[src/rtl/cp_s1_pkg.sv]
// rtl/cp_s1_pkg.sv - shared widths and sequencer state encoding for the S1 chirp sequencer
package cp_s1_pkg;

  localparam int CHP_W = 10;
  localparam int FRM_W = 4;
  localparam int TMO_W = 16;

  typedef enum logic [2:0] {
    ST_IDLE  = 3'd0,
    ST_ARM   = 3'd1,
    ST_WAIT  = 3'd2,
    ST_NEXT  = 3'd3,
    ST_FWAIT = 3'd4,
    ST_ABORT = 3'd5
  } cp_seq_state_t;

endpackage

[src/rtl/cp_s1_watchdog.sv]
// rtl/cp_s1_watchdog.sv - per-chirp cycle counter; a zero limit never expires
module cp_s1_watchdog #(
  parameter int TMO_W = 16
) (
  input  logic             clk,
  input  logic             rst_n,
  input  logic             clear_i,
  input  logic             enable_i,
  input  logic [TMO_W-1:0] limit_i,
  output logic             expired_o
);

  logic [TMO_W-1:0] cnt_q, cnt_d;

  assign expired_o = (limit_i != '0) && (cnt_q == limit_i);

  // Holding at expiry keeps the flag stable until the sequencer reacts.
  always_comb begin
    cnt_d = cnt_q;
    if (clear_i) begin
      cnt_d = '0;
    end else if (enable_i && !expired_o) begin
      cnt_d = cnt_q + 1'b1;
    end
  end

  always_ff @(posedge clk or negedge rst_n) begin
    if (!rst_n) begin
      cnt_q <= '0;
    end else begin
      cnt_q <= cnt_d;
    end
  end

endmodule

[src/rtl/cp_s1_chirp_sequencer.sv]
// rtl/cp_s1_chirp_sequencer.sv - chirp/frame sequencer driving the S1 core start/finish handshake
module cp_s1_chirp_sequencer #(
  parameter int CHP_W       = cp_s1_pkg::CHP_W,
  parameter int FRM_W       = cp_s1_pkg::FRM_W,
  parameter int ADDR_W      = 32,
  parameter int BANK_STRIDE = 1024,
  parameter int TMO_W       = cp_s1_pkg::TMO_W
) (
  input  logic              clk,
  input  logic              rst_n,
  input  logic              i_enable,
  input  logic              i_frame_start,
  input  logic [CHP_W-1:0]  i_chp_num,
  input  logic [FRM_W-1:0]  i_frm_num,
  input  logic [TMO_W-1:0]  i_timeout,
  input  logic              i_core_finish,
  input  logic              i_err_clr,
  output logic              o_core_start,
  output logic [ADDR_W-1:0] o_rd_base,
  output logic [ADDR_W-1:0] o_wr_base,
  output logic [CHP_W-1:0]  o_chp_idx,
  output logic [FRM_W-1:0]  o_frm_idx,
  output logic              o_busy,
  output logic              o_frame_done,
  output logic              o_all_done,
  output logic              o_timeout_err
);

  import cp_s1_pkg::*;

  localparam logic [ADDR_W-1:0] STRIDE = ADDR_W'(BANK_STRIDE);

  cp_seq_state_t    state_q, state_d;
  logic [CHP_W-1:0] chp_idx_q, chp_idx_d, chp_last_q, chp_last_d;
  logic [FRM_W-1:0] frm_idx_q, frm_idx_d, frm_last_q, frm_last_d;
  logic [TMO_W-1:0] tmo_q, tmo_d;
  logic             bank_q, bank_d;
  logic             frame_done_d, all_done_d, err_d;
  logic             start_q, busy_q, frame_done_q, all_done_q, err_q;
  logic [ADDR_W-1:0] rd_base_q, wr_base_q;
  logic             wd_expired;

  // Counting starts with the ARM cycle so the limit measures cycles since the start pulse.
  cp_s1_watchdog #(.TMO_W(TMO_W)) u_watchdog (
    .clk       (clk),
    .rst_n     (rst_n),
    .clear_i   (state_d == ST_ARM),
    .enable_i  ((state_q == ST_ARM) || (state_q == ST_WAIT)),
    .limit_i   (tmo_q),
    .expired_o (wd_expired)
  );

  always_comb begin
    state_d      = state_q;
    chp_idx_d    = chp_idx_q;
    frm_idx_d    = frm_idx_q;
    chp_last_d   = chp_last_q;
    frm_last_d   = frm_last_q;
    tmo_d        = tmo_q;
    bank_d       = bank_q;
    frame_done_d = 1'b0;
    all_done_d   = 1'b0;
    unique case (state_q)
      ST_IDLE: begin
        if (i_enable && i_frame_start) begin
          // Stored as last index so a programmed count of 0 behaves as 1.
          chp_last_d = (i_chp_num == '0) ? '0 : i_chp_num - 1'b1;
          frm_last_d = (i_frm_num == '0) ? '0 : i_frm_num - 1'b1;
          tmo_d      = i_timeout;
          chp_idx_d  = '0;
          frm_idx_d  = '0;
          bank_d     = 1'b0;
          state_d    = ST_ARM;
        end
      end
      ST_ARM: state_d = ST_WAIT;
      ST_WAIT: begin
        if (i_core_finish) begin
          state_d = ST_NEXT;
        end else if (wd_expired) begin
          state_d = ST_ABORT;
        end
      end
      ST_NEXT: begin
        bank_d = ~bank_q;
        if (chp_idx_q != chp_last_q) begin
          chp_idx_d = chp_idx_q + 1'b1;
          state_d   = i_enable ? ST_ARM : ST_IDLE;
        end else begin
          chp_idx_d    = '0;
          frame_done_d = 1'b1;
          if (frm_idx_q == frm_last_q) begin
            all_done_d = 1'b1;
            frm_idx_d  = '0;
            state_d    = ST_IDLE;
          end else begin
            frm_idx_d = frm_idx_q + 1'b1;
            state_d   = ST_FWAIT;
          end
        end
      end
      ST_FWAIT: begin
        if (!i_enable) begin
          state_d = ST_IDLE;
        end else if (i_frame_start) begin
          state_d = ST_ARM;
        end
      end
      ST_ABORT: begin
        chp_idx_d = '0;
        frm_idx_d = '0;
        state_d   = ST_IDLE;
      end
      default: state_d = ST_IDLE;
    endcase
    err_d = (state_q == ST_ABORT) || (err_q && !i_err_clr);
  end

  always_ff @(posedge clk or negedge rst_n) begin
    if (!rst_n) begin
      state_q      <= ST_IDLE;
      chp_idx_q    <= '0;
      frm_idx_q    <= '0;
      chp_last_q   <= '0;
      frm_last_q   <= '0;
      tmo_q        <= '0;
      bank_q       <= 1'b0;
      start_q      <= 1'b0;
      busy_q       <= 1'b0;
      frame_done_q <= 1'b0;
      all_done_q   <= 1'b0;
      err_q        <= 1'b0;
      rd_base_q    <= '0;
      wr_base_q    <= STRIDE;
    end else begin
      state_q      <= state_d;
      chp_idx_q    <= chp_idx_d;
      frm_idx_q    <= frm_idx_d;
      chp_last_q   <= chp_last_d;
      frm_last_q   <= frm_last_d;
      tmo_q        <= tmo_d;
      bank_q       <= bank_d;
      start_q      <= (state_d == ST_ARM);
      busy_q       <= (state_d != ST_IDLE);
      frame_done_q <= frame_done_d;
      all_done_q   <= all_done_d;
      err_q        <= err_d;
      rd_base_q    <= bank_d ? STRIDE : '0;
      wr_base_q    <= bank_d ? '0 : STRIDE;
    end
  end

  assign o_core_start  = start_q;
  assign o_rd_base     = rd_base_q;
  assign o_wr_base     = wr_base_q;
  assign o_chp_idx     = chp_idx_q;
  assign o_frm_idx     = frm_idx_q;
  assign o_busy        = busy_q;
  assign o_frame_done  = frame_done_q;
  assign o_all_done    = all_done_q;
  assign o_timeout_err = err_q;

endmodule
[config.mk]
export PLATFORM = sky130hd
export DESIGN_NAME = cp_s1_chirp_sequencer
export DESIGN_NICKNAME = d
export VERILOG_FILES = /design/src/rtl/cp_s1_pkg.sv /design/src/rtl/cp_s1_watchdog.sv /design/src/rtl/cp_s1_chirp_sequencer.sv
export SDC_FILE = /design/constraint.sdc
export NUM_CORES = 1
export LEC_CHECK = 0
export BUFFER_PORTS_ARGS = -buffer_cell sky130_fd_sc_hd__clkbuf_2
export CAP_MARGIN = 20
export CORE_MARGIN = 2
export CORE_UTILIZATION = 47
export DETAILED_ROUTE_END_ITERATION = 16
export PLACE_DENSITY = 0.8
export RECOVER_POWER = 25
export SYNTH_ARGS = -nofsm -noshare
export SYNTH_HDL_FRONTEND = slang
export SYNTH_SLANG_ARGS = --single-unit
[constraint.sdc]
create_clock -name clk -period 2.1 [get_ports clk]
set_input_delay 0.525 -clock clk [delete_from_list [all_inputs] [get_ports clk]]
set_output_delay 0.525 -clock clk [all_outputs]
set_load 0.02 [all_outputs]
==> results of run 1 <==
[what timing repair did]
action / 4_1_cts / 5_1_grt
resized for setup: 0 / 13
hold buffers: 0 / 0
setup endpoints to repair: 0 / 16
hold endpoints to repair: 0 / 0
setup buffers: 0 / 3
[sequential cells by signal, summed over array words and instances, names as in the netlist]
name / flops
bank_q: 1
chp_last_q: 10
frm_last_q: 4
o_all_done: 1
o_busy: 1
o_chp_idx: 10
o_core_start: 1
o_frame_done: 1
o_frm_idx: 4
o_timeout_err: 1
o_wr_base: 1
state_q: 3
tmo_q: 16
u_watchdog.cnt_q: 16
[kinds of logic after synthesis]
family,count (synthesis),synth area share
AND/OR/NAND/NOR,180,0.215
buffers and inverters,84,0.136
flip-flops,70,0.431
AO/OA/AOI/OAI,69,0.106
XOR/XNOR,43,0.0925
adder cells (fa/ha/maj),4,0.0123
multiplexers,3,0.00738
other,1,0.000921
[power breakdown]
| part | leakage, nW | switching (mW) | total [mW] | internal (mW) |
|---|---|---|---|---|
| Clock | 0.110 | 0.526 | 1.23 | 0.704 |
| Combinational | 1.34 | 1.29 | 2.18 | 0.894 |
| Sequential | 0.906 | 0.456 | 2.23 | 1.78 |
[layer usage]
metal / up-vias / share of wire / track usage / wire length [um]
met2: 122 / 0.47 / 0.306 / 4160
met3: 14 / 0.058 / 0.0424 / 519
met5: - / 0 / 0 / 0
li1: 1589 / - / - / -
met1: 1577 / 0.46 / 0.267 / 4080
met4: 0 / 0.020 / 0.0715 / 180
[critical path, cell delays in order (launching register included)]
cell     delay, ns
dfrtp_2       0.46
xor2_2        0.18
nor4_4        0.36
a31oi_4       0.16
o21ai_4       0.19
inv_2         0.08
or4_4         0.50
nand2_1       0.07
[worst min-delay path by stage]
stage	slack (ns)	endpoint	start
3_3_place_gp	0.46	chp_last_q[8]	rst_n
6_report	0.22	o_chp_idx[6]	rst_n
5_1_grt	0.26	o_chp_idx[4]	rst_n
3_5_place_dp	0.46	chp_last_q[3]	rst_n
4_1_cts	0.09	o_chp_idx[6]	rst_n
2_1_floorplan	0.23	bank_q	rst_n
[layout make-up]
type,count,area [um2]
fill,715,3590
multi-input combinational,361,2070
sequential,70,1760
timing repair buffer,85,494
clock buffer,11,141
tap,105,131
clock inverter,5,81.3
inverter,9,33.8
[Yosys cell counts, types with 2 or more instances]
library cell / n
nor4_2: 2
inv_1: 8
mux2i_1: 3
nor2_1: 22
and4_1: 3
clkbuf_1: 11
xnor2_1: 12
ha_1: 4
nand3_1: 16
o31ai_1: 7
nor2b_1: 2
a21oi_1: 11
nor4_1: 9
o211ai_1: 6
or4_1: 4
nand3b_1: 2
and3_1: 5
nor3_1: 8
nand4_1: 5
a21o_1: 2
or2_2: 2
dfrtp_1: 69
nand2_1: 85
or3_1: 6
xor2_1: 31
buf_4: 63
o21ai_1: 2
nand2b_1: 3
o21ai_0: 31
a22o_1: 2
[cell usage in the layout (no fill, tap or decap), types with 4 or more instances in the layout]
cell type  instances
nor4_2             4
nor4_1             5
conb_1            62
buf_4             28
nor3_1             8
nand3_1           15
nand2_1           85
o31ai_1            7
and3_1             5
ha_1               4
xor2_1            29
or3_1              6
nand4_1            5
xnor2_1           12
clkbuf_8          10
a21oi_1           11
dfrtp_1           66
o211ai_1           6
clkbuf_2          56
inv_1              8
o21ai_0           31
nor2_1            22
[stage by stage]
stage          setup WS (ns)  total power [mW]  hold WS (ns)  setup TNS (ns)
2_1_floorplan        0.00119              3.60         0.229               0
3_3_place_gp         -0.0483              4.11         0.457         -0.0483
3_5_place_dp         -0.0579              4.22         0.463         -0.0579
4_1_cts               0.0184              5.45        0.0855               0
5_1_grt              -0.0827              6.02         0.265          -0.237
6_report              0.0494              5.65         0.218               0
==> flow_metrics.env, run 1 <==
export IMPL_status="completed"
export IMPL_report_final_slew_viol_count=0
export IMPL_routed_via_density=5.11
export IMPL_die_area_mm2=0.00942
export IMPL_drive_above_1_share=0.222
export IMPL_fin_skew_ns=0.0116
export IMPL_synth_top_cell_area_share=0.424
export IMPL_placed_area_mm2=0.00440
export IMPL_cp_arrival_ns=2.35
export IMPL_cp_start_kind="flop"
export IMPL_core_rowCount=33
export IMPL_r2r_start="o_chp_idx[1]"
export IMPL_cts_root_buf="clkbuf_8"
export IMPL_antenna_left=0
export IMPL_period_share=0.976
export IMPL_grt_pass1_wl_mm=14.9
export IMPL_numPlacedInstances=627
export IMPL_syn_inst=454
export IMPL_ys_flop_type="dfrtp_1"
export IMPL_crit_path_end="u_watchdog.cnt_q[11]"
export IMPL_cts_path_max_buffers=2
export IMPL_drt_total_wl_mm=8.94
export IMPL_finalHoldViolCount=0
export IMPL_grt_pass1_vias=3135
export IMPL_num_antenna_cells=0
export IMPL_synthArstFlopShare=1.00
export IMPL_drt_pre_antenna_iters=4
export IMPL_gp_congestion=0.885
export IMPL_vdd_drop_max_v=0.000440
export IMPL_fin_cells=646
export IMPL_yosysWarnings=0
export IMPL_grt_total_usage=0.195
export IMPL_max_freq_mhz=488
export IMPL_cts_tree="built"
export IMPL_crit_start="o_chp_idx[1]"
export IMPL_worstPathRequired_ns=2.40
export IMPL_hpwl_mm=6.63
export IMPL_pwr_density_cell_mw_per_mm2=1200
export IMPL_ios=119
export IMPL_fp_dieH_um=97.1
export IMPL_cts_htree_levels=3
export IMPL_synth_seq_cells=70
export IMPL_clock_sinks=70
export IMPL_io_buffers=56
export IMPL_die_x_um=97.1
export IMPL_endpoint_kind="flop"
export IMPL_netlist_top_cells_area="dfrtp_1 42%, buf_4 12%, nand2_1 7.8%, xor2_1 6.7%, o21ai_0 3.8%"
export IMPL_drc=0
export IMPL_hp_class="in2async"
export IMPL_synth_largest_area_cell="dfrtp_1"
export IMPL_reg2reg_to="u_watchdog.cnt_q[11]"
export IMPL_grt_max_degree=36
export IMPL_antenna_found_initial=0
export IMPL_cts_buffers=9
export IMPL_r2r_cells=7
export IMPL_synth_edf_count=0
export IMPL_maxCapViolCount=0
export IMPL_worstMarginPinSlew_ns=0.848
export IMPL_synthesis_area_mm2=0.00407
export IMPL_syn_mean_instance_area_um2=8.97
export IMPL_fin_util=0.568
export IMPL_wire_per_inst_um=13.8
export IMPL_criticalPathCategory="reg2reg"
export IMPL_rsz0062_at_grt="true"
export IMPL_drtIter0Drc=212
export IMPL_critical_path_max_fanout=4
export IMPL_path_clk_slew_ns=0.08
export IMPL_synth_seq_area_share=0.431
export IMPL_min_period_ns=2.05
export IMPL_final_net_count=576
export IMPL_setup_violations=0
export IMPL_stdcell_area_mm2=0.00471
export IMPL_start_util=0.490
export IMPL_max_slew_margin_rel=0.434
export IMPL_core_area_mm2=0.00830
export IMPL_r2r_setup_slack_ns=0.05
export IMPL_syn_to_final_growth_pct=15.8
export IMPL_clk_latency_ns=0.35
export IMPL_grt_overflow_total=0
export IMPL_power_leakage_nw=2.35
export IMPL_ys_types=48
export IMPL_num_vias=3302
Note: power is estimated with default switching activity, not from simulation.
==> run 2, diff against run 1 <==
Settings changed: BUFFER_PORTS_ARGS -buffer_cell sky130_fd_sc_hd__clkbuf_2 to default, CORE_UTILIZATION 47 to 56, DONT_BUFFER_PORTS from default to 1, PLACE_DENSITY 0.8 to 0.78.
==> run 2 against run 1 <==
The run now ends with negative hold slack left. Core utilization up 3.9 points. Fmax is 0.97% higher. Final cell count fell by 9.8%. Critical endpoint is now u_watchdog.cnt_q[9]. Highest routed layer unchanged.
==> flow_metrics.env, run 2 (synthesis results as in run 1) <==
export IMPL_max_freq_mhz=492
export IMPL_vdd_drop_max_v=0.000414
export IMPL_final_net_count=519
export IMPL_core_area_mm2=0.00714
export IMPL_cp_start_kind="flop"
export IMPL_num_antenna_cells=0
export IMPL_drtIter0Drc=169
export IMPL_finalPower_mw=5.19
export IMPL_violations="negative hold slack"
export IMPL_worstPathRequired_ns=2.38
export IMPL_cts_htree_levels=3
export IMPL_die_x_um=89.3
export IMPL_critical_path_max_fanout=6
export IMPL_nFillCells=600
export IMPL_start_util=0.570
export IMPL_drive_above_1_share=0.116
export IMPL_period_share=0.967
export IMPL_drt_pre_antenna_iters=4
export IMPL_cpPeakStageDelay_ns=0.47
export IMPL_grt_pass1_vias=2599
export IMPL_grt_max_degree=71
export IMPL_cts_path_max_buffers=2
export IMPL_gp_congestion=0.849
export IMPL_status="complete, but fails checks"
export IMPL_endpoint_kind="flop"
export IMPL_grt_total_usage=0.212
export IMPL_layout_common_cells="85 x nand2_1, 67 x dfrtp_1, 62 x conb_1"
export IMPL_fin_skew_ns=0.00741
export IMPL_finalHoldViolCount=69
export IMPL_pwr_density_cell_mw_per_mm2=1200
export IMPL_ios=119
export IMPL_io_buffers=0
export IMPL_grt_overflow_total=0
export IMPL_drt_total_wl_mm=8.33
export IMPL_antenna_left=0
export IMPL_routed_via_density=5.32
export IMPL_clk_latency_ns=0.34
export IMPL_critPathSlowestCell="or4_1"
export IMPL_clock_sinks=70
export IMPL_wire_per_inst_um=14.3
export IMPL_cp_cell_sequence="xor2_1 -> nor4_2 -> a31oi_2 -> o21ai_4 -> inv_4 -> or4_1 -> nand2_1"
export IMPL_cts_buffers=9
export IMPL_cts_root_buf="clkbuf_8"
export IMPL_hpwl_mm=6.05
export IMPL_grt_pass1_wl_mm=12.9
export IMPL_antenna_found_initial=0
export IMPL_setup_tns_ns=0
export IMPL_setup_violations=0
export IMPL_fin_hold_ws_ns=-0.131
export IMPL_min_period_ns=2.03
export IMPL_fp_dieH_um=89.3
export IMPL_max_slew_margin_rel=0.614
export IMPL_path_clk_slew_ns=0.07
export IMPL_criticalPathCategory="reg2reg"
export IMPL_cp_arrival_ns=2.32
export IMPL_power_leakage_nw=2.10
export IMPL_final_common_cell="nand2_1"
export IMPL_hp_class="in2async"
export IMPL_num_vias=3099
export IMPL_core_rowCount=31
export IMPL_worstMarginPinSlew_ns=0.579
export IMPL_top_regs="tmo_q x16, u_watchdog.cnt_q x16"
export IMPL_maxCapViolCount=0
export IMPL_report_final_slew_viol_count=0
export IMPL_cts_tree="built"
export IMPL_drc=0
export IMPL_die_area_mm2=0.00797
export IMPL_syn_to_final_growth_pct=6.36
==> run 2: cell count changes in the layout (fill, tap and decap cells not counted), sizes merged <==
cell    delta
clkinv     +1
inv        -1
clkbuf    -56
bufinv     -1
==> run 2: report_power, final <==
group          switching (mW)  internal [mW]  total [mW]
combinational            1.09          0.778        1.87
sequential              0.473           1.78        2.25
clock                   0.488          0.578        1.07
total                    2.05           3.14        5.19
==> run 2: layout make-up <==
type,instances,area [um2],area share
Inverter,9,36.3,0.00838
Clock buffer,12,145,0.0335
Multi-Input combinational cell,361,2010,0.464
Sequential cell,70,1760,0.405
Tap cell,99,124,0.0286
Clock inverter,4,47.5,0.0110
Timing Repair Buffer,28,210,0.0486
==> run 2: worst paths after layout <==
| check | startpoint | end | slack (ns) | cells after the start |
|---|---|---|---|---|
| setup / recovery | o_chp_idx[1] | u_watchdog.cnt_q[9] | 0.07 | 7 |
| hold / removal | rst_n | chp_last_q[0] | -0.13 | 0 |
| setup reg to reg | o_chp_idx[1] | u_watchdog.cnt_q[9] | 0.07 | 7 |
| hold reg to reg | chp_last_q[2] | chp_last_q[2] | 0.51 | 2 |
| max in group asynchronous | rst_n | o_wr_base[10] | 2.00 | 0 |
| min in group clk | i_err_clr | o_timeout_err | 0.27 | 1 |
==> run 2: worst max-delay path: cells and delay by family, from the launching register on <==
| kind | cells | cell delay, ns |
|---|---|---|
| and+or+nand+nor | 3 | 0.92 |
| AOI/OAI and AO/OA | 2 | 0.41 |
| xor gates and xnor gates | 1 | 0.18 |
| DFF | 1 | 0.41 |
| buffers and inverters | 1 | 0.07 |
==> run 2: layer usage <==
layer / routed length (um) / vias to the layer above / GRT usage
li1: - / 1473 / -
met1: 3800 / 1485 / 0.312
met2: 3690 / 134 / 0.296
met3: 738 / 7 / 0.0536
met4: 96 / 0 / 0.0923
met5: 0 / - / 0
==> run 2: metrics by stage <==
step                      cell area (um2)   util  hold WS (ns)  worst slack, ns  instances
after global routing                 4330  0.607        -0.154          -0.0134        583
after CTS                            4270  0.599        -0.145           0.0659        578
final                                4330  0.607        -0.131           0.0690        583
after detailed placement             4080  0.572         0.231           0.0808        562
after global placement               4080  0.572         0.231            0.120        562
after floorplan                      4300      -         0.229          0.00119        515
==> run 2: timing repair <==
action	in CTS	in global routing
endpoints found under the setup margin	0	13
resized for setup	0	6
hold endpoints to repair	69	69
setup buffers	0	5
